===== config.mk =====
export PLATFORM = sky130hd
export DESIGN_NAME = fetch_unit
export DESIGN_NICKNAME = d
export VERILOG_FILES = /design/src/rtl/fetch_unit_pkg.sv /design/src/rtl/fetch_unit_next_pc_calc.sv /design/src/rtl/fetch_unit.sv
export SDC_FILE = /design/constraint.sdc
export NUM_CORES = 1
export LEC_CHECK = 0
export BUFFER_PORTS_ARGS = -buffer_cell sky130_fd_sc_hd__buf_2
export CAP_MARGIN = 20
export CORE_ASPECT_RATIO = 1.75
export CORE_UTILIZATION = 53
export CTS_BUF_LIST = sky130_fd_sc_hd__clkbuf_4 sky130_fd_sc_hd__clkbuf_8 sky130_fd_sc_hd__clkbuf_16
export CTS_CLUSTER_DIAMETER = 40
export DETAILED_ROUTE_END_ITERATION = 6
export PLACE_DENSITY = 0.89
export SLEW_MARGIN = 20
export SYNTH_ARGS = -nofsm -noshare
export SYNTH_HDL_FRONTEND = slang
export SYNTH_SLANG_ARGS = --single-unit

===== constraint.sdc =====
create_clock -name CLK -period 2.6 [get_ports CLK]
set_input_delay 0.52 -clock CLK [delete_from_list [all_inputs] [get_ports CLK]]
set_output_delay 0.52 -clock CLK [all_outputs]
set_load 0.02 [all_outputs]

===== src/rtl/fetch_unit_pkg.sv =====
// Shared definitions for the instruction fetch stage: opcode values,
// instruction field geometry and FSM state encoding.
package fetch_unit_pkg;

  // Opcode values carried in IR[DW-1:DW-4]
  localparam logic [3:0] OP_NOOP   = 4'd0;
  localparam logic [3:0] OP_LOD    = 4'd1;
  localparam logic [3:0] OP_STR    = 4'd2;
  localparam logic [3:0] OP_BRA    = 4'd4;
  localparam logic [3:0] OP_BRR    = 4'd5;
  localparam logic [3:0] OP_BNE    = 4'd6;
  localparam logic [3:0] OP_ALU_OP = 4'd8;
  localparam logic [3:0] OP_HLT    = 4'd15;

  // Addressing-mode value carried in IR[DW-5:DW-8]
  localparam logic [3:0] AM_IMM    = 4'd8;

  // Field geometry, counted down from the instruction MSB
  localparam int unsigned OPC_W    = 4;
  localparam int unsigned MM_W     = 4;
  localparam int unsigned OPC_TOP  = 0;      // OPCODE starts at bit DW-1-OPC_TOP
  localparam int unsigned MM_TOP   = OPC_W;  // MM starts at bit DW-1-MM_TOP

  typedef enum logic [1:0] {
    ST_START = 2'd0,
    ST_REQ   = 2'd1,
    ST_IDLE  = 2'd2
  } fetch_state_e;

endpackage


===== src/rtl/fetch_unit_next_pc_calc.sv =====
// Next program counter selection: sequential, absolute or PC-relative.
// All arithmetic wraps modulo 2^AW.
module next_pc_calc #(
  parameter int unsigned AW = 16
) (
  input  logic [AW-1:0] pc,
  input  logic [AW-1:0] br_field,
  input  logic          pc_sel,
  input  logic          br_sel,
  output logic [AW-1:0] next_pc
);

  // Offset field is already AW wide, so its sign extension to AW is identity
  logic [AW-1:0] rel_offset;
  assign rel_offset = br_field;

  // Select the next fetch address
  always_comb begin
    next_pc = pc + {{(AW-1){1'b0}}, 1'b1};
    if (pc_sel) begin
      if (br_sel) next_pc = pc + rel_offset;
      else        next_pc = br_field;
    end
  end

endmodule


===== src/rtl/fetch_unit.sv =====
// Instruction fetch stage: owns PC and IR, runs the REQ/ACK fetch handshake
// and applies the control unit's PC update requests.
module fetch_unit
  import fetch_unit_pkg::*;
#(
  parameter int unsigned   AW       = 16,
  parameter int unsigned   DW       = 32,
  parameter logic [AW-1:0] RESET_PC = '0
) (
  input  logic          CLK,
  input  logic          RST,
  input  logic          PC_WRITE,
  input  logic          PC_SEL,
  input  logic          BR_SEL,
  input  logic          PC_RST,
  input  logic          IMEM_ACK,
  input  logic [DW-1:0] IMEM_RDATA,
  output logic          IMEM_REQ,
  output logic [AW-1:0] IMEM_ADDR,
  output logic [AW-1:0] PC,
  output logic [DW-1:0] IR,
  output logic [3:0]    OPCODE,
  output logic [3:0]    MM,
  output logic          IR_VALID,
  output logic          BUSY,
  output logic          OVERRUN
);

  fetch_state_e  state_q, state_d;
  logic [AW-1:0] pc_q, pc_d;
  logic [DW-1:0] ir_q, ir_d;
  logic          ir_valid_q, ir_valid_d;
  logic          req_q, req_d;
  logic          overrun_q, overrun_d;
  logic          discard_q, discard_d;
  logic [AW-1:0] hold_q, hold_d;   // address of the in-flight request being discarded
  logic [AW-1:0] next_pc;
  logic          busy;

  next_pc_calc #(.AW(AW)) u_next_pc_calc (
    .pc       (pc_q),
    .br_field (ir_q[AW-1:0]),
    .pc_sel   (PC_SEL),
    .br_sel   (BR_SEL),
    .next_pc  (next_pc)
  );

  assign busy = (state_q != ST_IDLE);

  // Next-state logic for the fetch FSM and its datapath registers
  always_comb begin
    state_d    = state_q;
    pc_d       = pc_q;
    ir_d       = ir_q;
    ir_valid_d = ir_valid_q;
    req_d      = req_q;
    overrun_d  = overrun_q;
    discard_d  = discard_q;
    hold_d     = hold_q;
    if (PC_RST) begin
      pc_d       = RESET_PC;
      ir_d       = '0;
      ir_valid_d = 1'b0;
      overrun_d  = 1'b0;
      req_d      = 1'b1;
      state_d    = ST_REQ;
      // An outstanding request cannot be withdrawn: keep its address on the
      // bus and drop its data when it arrives. A coincident ACK ends it now.
      if (state_q == ST_REQ && !IMEM_ACK) begin
        discard_d = 1'b1;
        if (!discard_q) hold_d = pc_q;
      end else begin
        discard_d = 1'b0;
      end
    end else begin
      if (PC_WRITE && busy) overrun_d = 1'b1;
      unique case (state_q)
        ST_START: begin
          req_d   = 1'b1;
          state_d = ST_REQ;
        end
        ST_REQ: begin
          if (IMEM_ACK) begin
            if (discard_q) begin
              discard_d = 1'b0;
            end else begin
              ir_d       = IMEM_RDATA;
              ir_valid_d = 1'b1;
              req_d      = 1'b0;
              state_d    = ST_IDLE;
            end
          end
        end
        ST_IDLE: begin
          if (PC_WRITE) begin
            pc_d       = next_pc;
            ir_valid_d = 1'b0;
            req_d      = 1'b1;
            state_d    = ST_REQ;
          end
        end
        default: begin
          req_d   = 1'b0;
          state_d = ST_START;
        end
      endcase
    end
  end

  // State and datapath registers with synchronous reset
  always_ff @(posedge CLK) begin
    if (RST) begin
      state_q    <= ST_START;
      pc_q       <= RESET_PC;
      ir_q       <= '0;
      ir_valid_q <= 1'b0;
      req_q      <= 1'b0;
      overrun_q  <= 1'b0;
      discard_q  <= 1'b0;
      hold_q     <= RESET_PC;
    end else begin
      state_q    <= state_d;
      pc_q       <= pc_d;
      ir_q       <= ir_d;
      ir_valid_q <= ir_valid_d;
      req_q      <= req_d;
      overrun_q  <= overrun_d;
      discard_q  <= discard_d;
      hold_q     <= hold_d;
    end
  end

  assign IMEM_REQ  = req_q;
  assign IMEM_ADDR = discard_q ? hold_q : pc_q;
  assign PC        = pc_q;
  assign IR        = ir_q;
  assign OPCODE    = ir_q[DW-1-OPC_TOP -: OPC_W];
  assign MM        = ir_q[DW-1-MM_TOP -: MM_W];
  assign IR_VALID  = ir_valid_q;
  assign BUSY      = busy;
  assign OVERRUN   = overrun_q;

endmodule


== Word level (Yosys, flattened, before mapping) ==
Index checks and enable logic that the tools add are counted.

* Input bits: 39
* Bits in registers: 70
* Logic and storage cells: 57

* Reduce and logical (&&, ||, !) cells: 15
* Eq/ne operators: 9
* Muxes and demuxes: 21
* Bitwise gates (word level): 1
* Add/subtract/negate cells: 2

{| class="wikitable"
|+ Operators by type and width
! kind !! number
|-
| $mux W16 || 3
|-
| $add A16 B1 Y16 const B || 1
|-
| $add A16 B16 Y16 || 1
|-
| $mux W1 || 12
|-
| $ne A3 B3 Y1 const B || 3
|-
| $reduce_and A3 Y1 || 3
|-
| $ne A2 B2 Y1 const B || 4
|-
| $mux W2 || 3
|-
| $pmux W2 S3 || 1
|-
| $reduce_and A2 Y1 || 3
|-
| $reduce_bool A2 Y1 || 3
|-
| $reduce_and A4 Y1 || 1
|-
| $pmux W1 S3 || 1
|-
| $eq A2 B1 Y1 const B || 1
|-
| $eq A2 B2 Y1 const B || 1
|-
| $logic_and A1 B1 Y1 || 2
|-
| $logic_not A2 Y1 || 1
|-
| $pmux W1 S2 || 1
|-
| $reduce_or A2 Y1 || 1
|-
| $logic_not A1 Y1 || 1
|-
| $not A1 Y1 || 1
|}

== Depth between registers and ports, before layout ==
Gate-level depths: netlist of the first run.

* Depth in word-level cells: 4
* Gate-level depth with buffers: 8

== Cells and area by module ==
From an unflattened synthesis of the first run, not the netlist that was laid out.

* Cells, all modules: 494
* Area total of the unflattened synthesis: 4,003.8 um^2

{| class="wikitable"
|+ By module, submodules not included
! module !! area each (um^2) !! cells each !! times used
|-
| fetch_unit || 2,795.2 || 318 || 1
|-
| next_pc_calc || 1,208.7 || 176 || 1
|}

== Least setup slack after synthesis of the first run ==
Ideal clock, no wire load.

* Path kind: reg2reg
* Start point: register pc_q[0], in the netlist PC[0]
* End point: register pc_q[10], in the netlist PC[10]
* Slack: 0.126 ns
* Required time: 2.483 ns
* Stages on the path, launching flop included: 9
* Library setup time: 0.117 ns
* Arrival time: 2.357 ns
* Path buffers: 0
* Cell sequence: dfxtp_1 > ha_1 > fa_1 > a21o_1 > a221oi_4 > o221ai_2 > and2_1 > o311a_1 > a22o_1

* Longest elaborated chain between the ends: 3

{| class="wikitable"
|+ Ends and longest elaborated chain
! what !! line !! source
|-
| start: declaration || fetch_unit.sv:30 || <nowiki>logic [AW-1:0] pc_q, pc_d;</nowiki>
|-
| start signal: assignment || fetch_unit.sv:123 || <nowiki>pc_q <= pc_d;</nowiki>
|-
| $add A16 B16 Y16 || fetch_unit_next_pc_calc.sv:21 || <nowiki>if (br_sel) next_pc = pc + rel_offset;</nowiki>
|-
| $mux W16 || fetch_unit_next_pc_calc.sv:21 ||
|-
| $mux W16 * || fetch_unit_next_pc_calc.sv:20 || <nowiki>if (pc_sel) begin</nowiki>
|}

Mark *: on every way between the ends. The rest lies on a longest branch, timed or not.
A chain may end at the register's enable or synchronous reset.

== Worst setup path in the final report of the first run ==
* Start point: register ir_q[0], in the netlist IR[0]
* End point: register pc_q[10], in the netlist PC[10]

* Longest elaborated chain between the ends: 3

{| class="wikitable"
|+ Ends and longest elaborated chain
! what !! line !! source
|-
| start: declaration || fetch_unit.sv:31 || <nowiki>logic [DW-1:0] ir_q, ir_d;</nowiki>
|-
| start signal: assignment || fetch_unit.sv:124 || <nowiki>ir_q <= ir_d;</nowiki>
|-
| $add A16 B16 Y16 || fetch_unit_next_pc_calc.sv:21 ||
|-
| $mux W16 || fetch_unit_next_pc_calc.sv:21 ||
|-
| $mux W16 || fetch_unit_next_pc_calc.sv:20 ||
|}

No other way between the ends.

==> impl_metrics.ini, run 1 <==
[timing]
tightest_slew_ps = 595.2
clock_skew_ps = 9.362
finalCritPeriodShare = 0.9512
slew_viol_final = 0
period_needed_ps = 2473
hold_viol_final = 0
max_freq_mhz = 404.4
setup_viol = 0
fin_tns_setup_ps = 0
fin_ws_ps = 127.0
relSlewSlack = 0.6032

[worst_setup_path]
reg2reg_to = PC[10]
cp_max_fo = 4
worst_setup_path_start_kind = register
timing.reg2reg.setup_slack_ps = 130
reg2reg_from = IR[0]
endpoint = PC[10]
arrival_ps = 2700
end_kind = register
cp.required_ps = 2830
critical_path_class = register to register
r2r_cells = 8
setup.worst_path.start = IR[0]

[cells_and_area]
synthToLayoutAreaGrowth_pct = 21.84
fill_cells = 607
final_cells = 700
finalInstanceArea_um2 = 4915
final_nets = 665
seq_area_um2 = 1401
diodes = 0
drive_gt1_frac = 0.2769
multi_input_area_um2 = 2387

[clock_tree]
cts_buffer_depth = 2
cts_resized = 0
root_buffer = clkbuf_16
cts_buffers = 9
hold_buffers = 0
insertion_delay_ps = 340
cts-htree-levels = 3
clock_sinks = 70
cts_tree = yes
clkSlewWorstSetupHoldPaths_ps = 60

[drt]
dr.pass1.iters = 4
drc = 0
drtIter0Drc = 242
vias = 4084
avgViaCountPerCell = 5.834
finalWirelength_um = 11200
drtAntennaViolNets = 0
wl_per_cell_um = 16.00

[flow_run]
maxCapViolations = 0

[placement]
pre_cts_ws_ps = 142.8
hpwl_um = 8288
place_congestion = 0.9375
io_buffers = 114
placed_area_um2 = 4626
dp.cells = 683

[global_route]
grt_pass1_wl_um = 18140
grt-ovfl-total = 0
grt_max_degree = 36
antenna_found_initial = 0
grt_pass1_vias = 3874
grt.total_usage = 0.2959

[worst_hold_path]
min_path_cells = 3
hold_class = input port to register

[synthesis]
synth.avg_cell_area_um2 = 7.972
synthArstFlopShare = 0
synth-edff-count = 0
synthTopCellsByArea = dfxtp_1 (35%), a21oi_1 (7.4%), nand2_1 (7.4%)
synth_top_area_cell = dfxtp_1
yosysWarnings = 0
mappedNetlistNets = 562
synth_most_common_cell = nand2_1
synth_flop_cell = dfxtp_1
ys_types = 60
syn_area_um2 = 4034
ys_seq_elements = 70
synthCells = 506
yosysSeqAreaShare = 0.3474
synth_commonest_cells = nand2_1 (80), dfxtp_1 (70), a21oi_1 (60)
yosys.area.top_type_share = 0.3474

[floorplanning]
die_area_um2 = 7978
core_area_um2 = 7284
die_x_um = 67.95
ioPinCount = 115
core.rowCount = 41
die_y_um = 117.4
initial_core_util = 0.5538

[pwr]
power_mw = 2.472
p_leak_nw = 2.199
power_density_nw_per_um2 = 502.9
peakVddDrop_uv = 512.5

[run_status]
status = finished clean
[layout make-up]
type,instances,share of cell area
tap,86,0.02189
inverter,9,0.006874
clock buffer,9,0.04582
timing repair buffer,130,0.1431
clock inverter,7,0.01146
sequential,70,0.2851
multi-input combinational,389,0.4857
[metrics by stage]
step / utilization / hold slack (ps)
after floorplan: - / 454.4
after global placement: 0.6350 / 439.9
after detailed placement: 0.6350 / 447.4
after CTS: 0.6737 / 403.3
after global routing: 0.6747 / 409.9
final: 0.6747 / 411.4
[power by group]
part | internal [mW] | switching [mW]
combinational | 0.0785 | 0.142
sequential | 1.09 | 0.0134
clock | 0.654 | 0.495
total | 1.82 | 0.650
[kinds of logic after synthesis]
kind of cell             after synthesis  share of synthesized area
AO/OA/AOI/OAI                        137                     0.2103
XOR/XNOR                              12                    0.02605
adder cells (fa/ha/maj)               17                    0.05459
buffers and inverters                 47                    0.06141
flip-flops                            70                     0.3474
multiplexers                          35                    0.09212
AND/OR/NAND/NOR                      188                     0.2081
[worst min-delay path by stage]
stage,from,end,slack [ps]
after detailed placement,IR[18],IR[18],450
after global routing,IMEM_RDATA[24],IR[24],410
after floorplan,hold_q[0],hold_q[0],450
after CTS,IMEM_RDATA[3],IR[3],400
final,IMEM_RDATA[21],IR[21],410
after global placement,IR[16],IR[16],440
[critical path: stages (launching register included)]
cell and delay [ps]:
dfxtp_1 350, ha_1 220, fa_1 410, a21o_1 220, a221oi_4 340, o221ai_2 160
and2_1 180, o311a_1 280, a22o_1 190
[timing repair]
item                       4_1_cts  5_1_grt
setup buffers                    0        1
setup endpoints to repair        0        1
hold endpoints to repair         0        0
[flip-flops by register name, summed over array words and instances (netlist names)]
register,flops
IMEM_REQ,1
state_q,2
hold_q,16
IR,32
OVERRUN,1
PC,16
discard_q,1
IR_VALID,1
[metal layers]
layer  routed length (µm)  GRT usage  vias up
met5                    0          0        -
met4                  306     0.1354        0
met3                  733    0.06031       28
met2                 5832     0.4871      194
met1                 4330     0.3528     1867
li1                     -          -     1995
[cells in the final DEF (no fill, tap or decap), types with 5 or more instances in the layout]
cell / synthesis / routed
buf_2: 4 / 114
nand2_1: 80 / 80
dfxtp_1: 70 / 70
a21oi_1: 60 / 60
nor2_1: 51 / 50
o21ai_0: 27 / 27
mux2i_1: 18 / 18
mux2_2: 17 / 17
ha_1: 16 / 16
buf_4: 10 / 15
nand3_1: 13 / 13
a31oi_1: 10 / 10
inv_1: 9 / 9
nor3_1: 9 / 9
clkbuf_16: 0 / 9
xnor2_1: 7 / 7
a21o_1: 5 / 5
xor2_1: 5 / 5
nor3b_1: 5 / 5
o211ai_1: 5 / 5
Power figures use the tool's default switching activity.
==> inputs of run 2 (changes only) <==
Settings changed: BUFFER_PORTS_ARGS -buffer_cell sky130_fd_sc_hd__buf_2 to not set, CORE_UTILIZATION 53 to 64, DONT_BUFFER_PORTS set to 1, PLACE_DENSITY 0.89 to 0.88.
==> run 2 against run 1 <==
Against the previous run: clock skew down 3.0 ps; design area down 11%; worst setup slack better by 22 ps.
==> impl_metrics.ini, run 2 (synthesized netlist as in run 1, its figures left out) <==
[run_status]
status = finished clean

[timing]
fin_ws_ps = 148.6
period_needed_ps = 2451
slew_viol_final = 0
relSlewSlack = 0.4203
grt_setup_unrepaired = false
clock_skew_ps = 6.354
finalCritPeriodShare = 0.9428
tightest_slew_ps = 860.5
hold_viol_final = 0
setup_viol = 0
max_freq_mhz = 407.9
fin_tns_setup_ps = 0
fin_hold_ws_ps = 220.0

[clock_tree]
cts_buffer_depth = 2
root_buffer = clkbuf_8
insertion_delay_ps = 360
cts_resized = 0
cts_tree = yes
clock_sinks = 70
cts_buffers = 9
cts-htree-levels = 3
postCtsSetupBuffers = 0
hold_buffers = 0
clkSlewWorstSetupHoldPaths_ps = 70

[worst_setup_path]
cp_max_fo = 4
worst_setup_path_start_kind = register
critical_path_class = register to register
cpMaxStageDelayCell = fa_1
cp_cell_sequence = ha_1 -> fa_1 -> a21o_1 -> a221oi_4 -> o221ai_2 -> and2_1 -> o311a_1 -> a22o_1
reg2reg_from = PC[0]
end_kind = register
timing.reg2reg.setup_slack_ps = 150
reg2reg_to = PC[10]
cp.required_ps = 2860
cpPeakStageDelay_ps = 410
arrival_ps = 2710
r2r_cells = 8

[pwr]
peakVddDrop_uv = 496.5
power_density_nw_per_um2 = 480.0
p_leak_nw = 1.689

[cells_and_area]
layout_common_cells = nand2_1 (80), dfxtp_1 (70), a21oi_1 (60)
final_common_cell = nand2_1
final_nets = 568
diodes = 0
fill_cells = 476
largest_register_ffs = 32
synthToLayoutAreaGrowth_pct = 7.878
drive_gt1_frac = 0.1412

[global_route]
grt_max_degree = 42
grt_pass1_wl_um = 17300
antenna_found_initial = 0
grt.total_usage = 0.3596
grt-ovfl-total = 0
grt_pass1_vias = 3575

[drt]
drc = 0
dr.pass1.iters = 5
drtIter0Drc = 371
avgViaCountPerCell = 6.417
vias = 3818
drtAntennaViolNets = 0
finalWirelength_um = 11140
wl_per_cell_um = 18.72

[floorplanning]
die_x_um = 62.02
core.rowCount = 37
initial_core_util = 0.6755
ioPinCount = 115
die_area_um2 = 6637
core_area_um2 = 5972
die_y_um = 107.0

[placement]
io_buffers = 0
hpwl_um = 8047
place_congestion = 0.9664
pre_cts_ws_ps = 196.7

[worst_hold_path]
min_path_cells = 1
min_to = hold_q[12]
hold_start = RST
hold_class = input port to register

[flow_run]
maxCapViolations = 0
## run 2: cell types whose count changed in the layout (fill, tap and decap cells not counted), sizes merged
cell and delta:
buf -97, inv -1, clkbuf +2, clkinvlp -1
## run 2: worst max path at each step
stage                      from      to  slack [ps]  cells after the start
after floorplan           PC[0]  PC[10]         130                      8
after global placement    PC[0]  PC[10]         210                      8
after detailed placement  PC[0]  PC[10]         200                      8
after CTS                 PC[0]  PC[10]         170                      8
after global routing      PC[0]  PC[10]          50                      8
final                     PC[0]  PC[10]         150                      8
## run 2: where the power goes
| part | total (mW) | internal (mW) | leakage [nW] | switching, mW |
|---|---|---|---|---|
| clock network | 0.824 | 0.398 | 0.0995 | 0.426 |
| registers | 1.12 | 1.09 | 0.566 | 0.0280 |
| logic | 0.149 | 0.0531 | 1.02 | 0.0958 |
## run 2: through the flow
stage,power [mW],cell area [µm²],utilization,cells
final,2.089,4352,0.7287,595
after global routing,2.164,4352,0.7287,595
after CTS,2.091,4352,0.7287,595
after detailed placement,1.287,4168,0.6979,579
after global placement,1.283,4168,0.6979,579
after floorplan,1.268,4034,-,506
## run 2: layout make-up
cell class,count,area (µm²),area share
clock inverter,5,32.53,0.007476
sequential,70,1401,0.3220
clock buffer,11,151.4,0.03479
tap,78,97.59,0.02243
inverter,9,33.78,0.007763
timing repair buffer,33,247.7,0.05693
multi-input combinational,389,2387,0.5486
## run 2: metal layers
layer	vias up	GRT usage	share of wire
met1	1772	0.3607	0.33
met4	0	0.2762	0.074
li1	1796	-	-
met5	-	0	0
met3	58	0.1170	0.085
met2	192	0.5798	0.51
## run 2: critical path: cells and delay by family, from the launching register on
kind                       cells  cell delay, ps
AOI/OAI and AO/OA              5            1210
adders and majority gates      2             630
and+or+nand+nor                1             190
DFF                            1             320
==> inputs of run 3 (changes only) <==
Settings changed: CORE_MARGIN set to 1, CORE_UTILIZATION 64 to 50, CTS_CLUSTER_SIZE set to 30, PLACE_DENSITY 0.88 to 0.73.
==> run 3 against run 2 <==
Against the previous run: the flow now finishes with violations (design-rule violations); hold slack improved by 29 ps; highest routed layer unchanged; combinational power decreased by 4%; maximum frequency about the same.
==> impl_metrics.ini, run 3 (synthesized netlist as in run 1, its figures left out) <==
[worst_setup_path]
crit_family = compound AO/OA/AOI/OAI gates
cpMaxStageDelayCell = fa_1
critical_path_class = register to register
cpPeakStageDelay_ps = 410
end_kind = register
cp.buffers_inverters = 0
arrival_ps = 2670
cp_cell_sequence = ha_1 -> fa_1 -> a21o_1 -> a221oi_4 -> o221ai_2 -> and2_1 -> o311a_1 -> a22o_1
cp_max_fo = 4
cp.required_ps = 2820
worst_setup_path_start_kind = register

[timing]
grt_setup_unrepaired = false
clock_skew_ps = 5.554
tightest_slew_ps = 891.5
relSlewSlack = 0.4049
setup_viol = 0
finalCritPeriodShare = 0.9421
slew_viol_final = 0
hold_viol_final = 0
period_needed_ps = 2449
fin_tns_setup_ps = 0
max_freq_mhz = 408.3
fin_ws_ps = 150.6

[pwr]
seq_power_share = 0.475
power_mw = 2.365
power_density_nw_per_um2 = 532.9
p_comb_frac = 0.060
intPower_mw = 1.777
p_leak_nw = 1.711
pwr-share-clk = 0.465
p_sw_frac = 0.2485
peakVddDrop_uv = 464.5
p_switching_mw = 0.5878

[placement]
hpwl_um = 8552
pre_cts_ws_ps = 186.7
io_buffers = 0
place_congestion = 0.9057

[drt]
drc = 2
finalWirelength_um = 11460
vias = 3798
wl_per_cell_um = 18.98
drtAntennaViolNets = 0
drtIter0Drc = 293
dr.pass1.iters = 7
avgViaCountPerCell = 6.288

[cells_and_area]
layout_common_cells = nand2_1 (80), dfxtp_1 (70), a21oi_1 (60)
largest_register_ffs = 32
postLayoutCoreUtil = 0.5650
final_nets = 566
drive_gt1_frac = 0.1362
fill_cells = 736
final_common_cell = nand2_1
synthToLayoutAreaGrowth_pct = 10.02
diodes = 0

[clock_tree]
root_buffer = clkbuf_16
cts_buffers = 9
cts_resized = 0
insertion_delay_ps = 330
hold_buffers = 0
cts-htree-levels = 3
clock_sinks = 70
cts_tree = yes
postCtsSetupBuffers = 0
clkSlewWorstSetupHoldPaths_ps = 60
cts_buffer_depth = 2

[floorplanning]
core_area_um2 = 7855
ioPinCount = 115
core.rowCount = 43
initial_core_util = 0.5135
die_x_um = 69.90
die_y_um = 120.8
die_area_um2 = 8445

[global_route]
grt-ovfl-total = 0
grt_pass1_wl_um = 17680
grt_pass1_vias = 3620
grt.total_usage = 0.2693
grt_max_degree = 42
antenna_found_initial = 0

[run_status]
failed_checks = design-rule violations
status = finished with violations

[worst_hold_path]
hold_class = input port to register

[flow_run]
maxCapViolations = 0
run 3: cell types whose count changed in the layout (fill, tap and decap cells not counted), sizes merged:
cell      before  now
inv           10    9
clkbuf        11    9
clkinvlp       0    1
buf           33   31
clkinv         4    5
run 3: layout make-up:
| class | count | area (µm²) | share of cell area |
|---|---|---|---|
| repair buffers | 31 | 232.7 | 0.05244 |
| multi-input cells | 389 | 2392 | 0.5390 |
| clock buffers | 9 | 225.2 | 0.05075 |
| clock inverters | 6 | 40.04 | 0.009022 |
| inverters | 9 | 33.78 | 0.007612 |
| well taps | 90 | 112.6 | 0.02537 |
| flip-flops and latches | 70 | 1401 | 0.3158 |
run 3: power groups by stage:
stage          logic, mW  registers (mW)  clock network [mW]
2_1_floorplan      0.128            1.14                   0
3_3_place_gp       0.138            1.15                   0
3_5_place_dp       0.142            1.15                   0
4_1_cts            0.142            1.12                1.11
5_1_grt            0.156            1.12                1.15
6_report           0.143            1.12                1.10
run 3: final timing paths:
check / depth (start not counted) / slack (ps) / endpoint / startpoint
hold reg to reg: 2 / 490 / hold_q[9] / hold_q[9]
hold / removal: 1 / 250 / hold_q[5] / RST
setup / recovery: 8 / 150 / PC[10] / PC[0]
setup reg to reg: 8 / 150 / PC[10] / PC[0]
run 3: routing by layer:
metal  GRT usage  share of wire  vias to the layer above
li1            -              -                     1804
met1      0.2593           0.35                     1770
met2      0.4850           0.53                      166
met3     0.05167          0.059                       58
met4      0.2225          0.069                        0
met5           0              0                        -
run 3: per-stage QoR:
stage / hold slack [ps] / cell area (µm²) / std cells
final: 249.0 / 4438 / 604
after global routing: 242.6 / 4438 / 604
after CTS: 243.8 / 4438 / 604
after detailed placement: 479.8 / 4173 / 589
after global placement: 466.4 / 4168 / 589
after floorplan: 454.4 / 4034 / 506
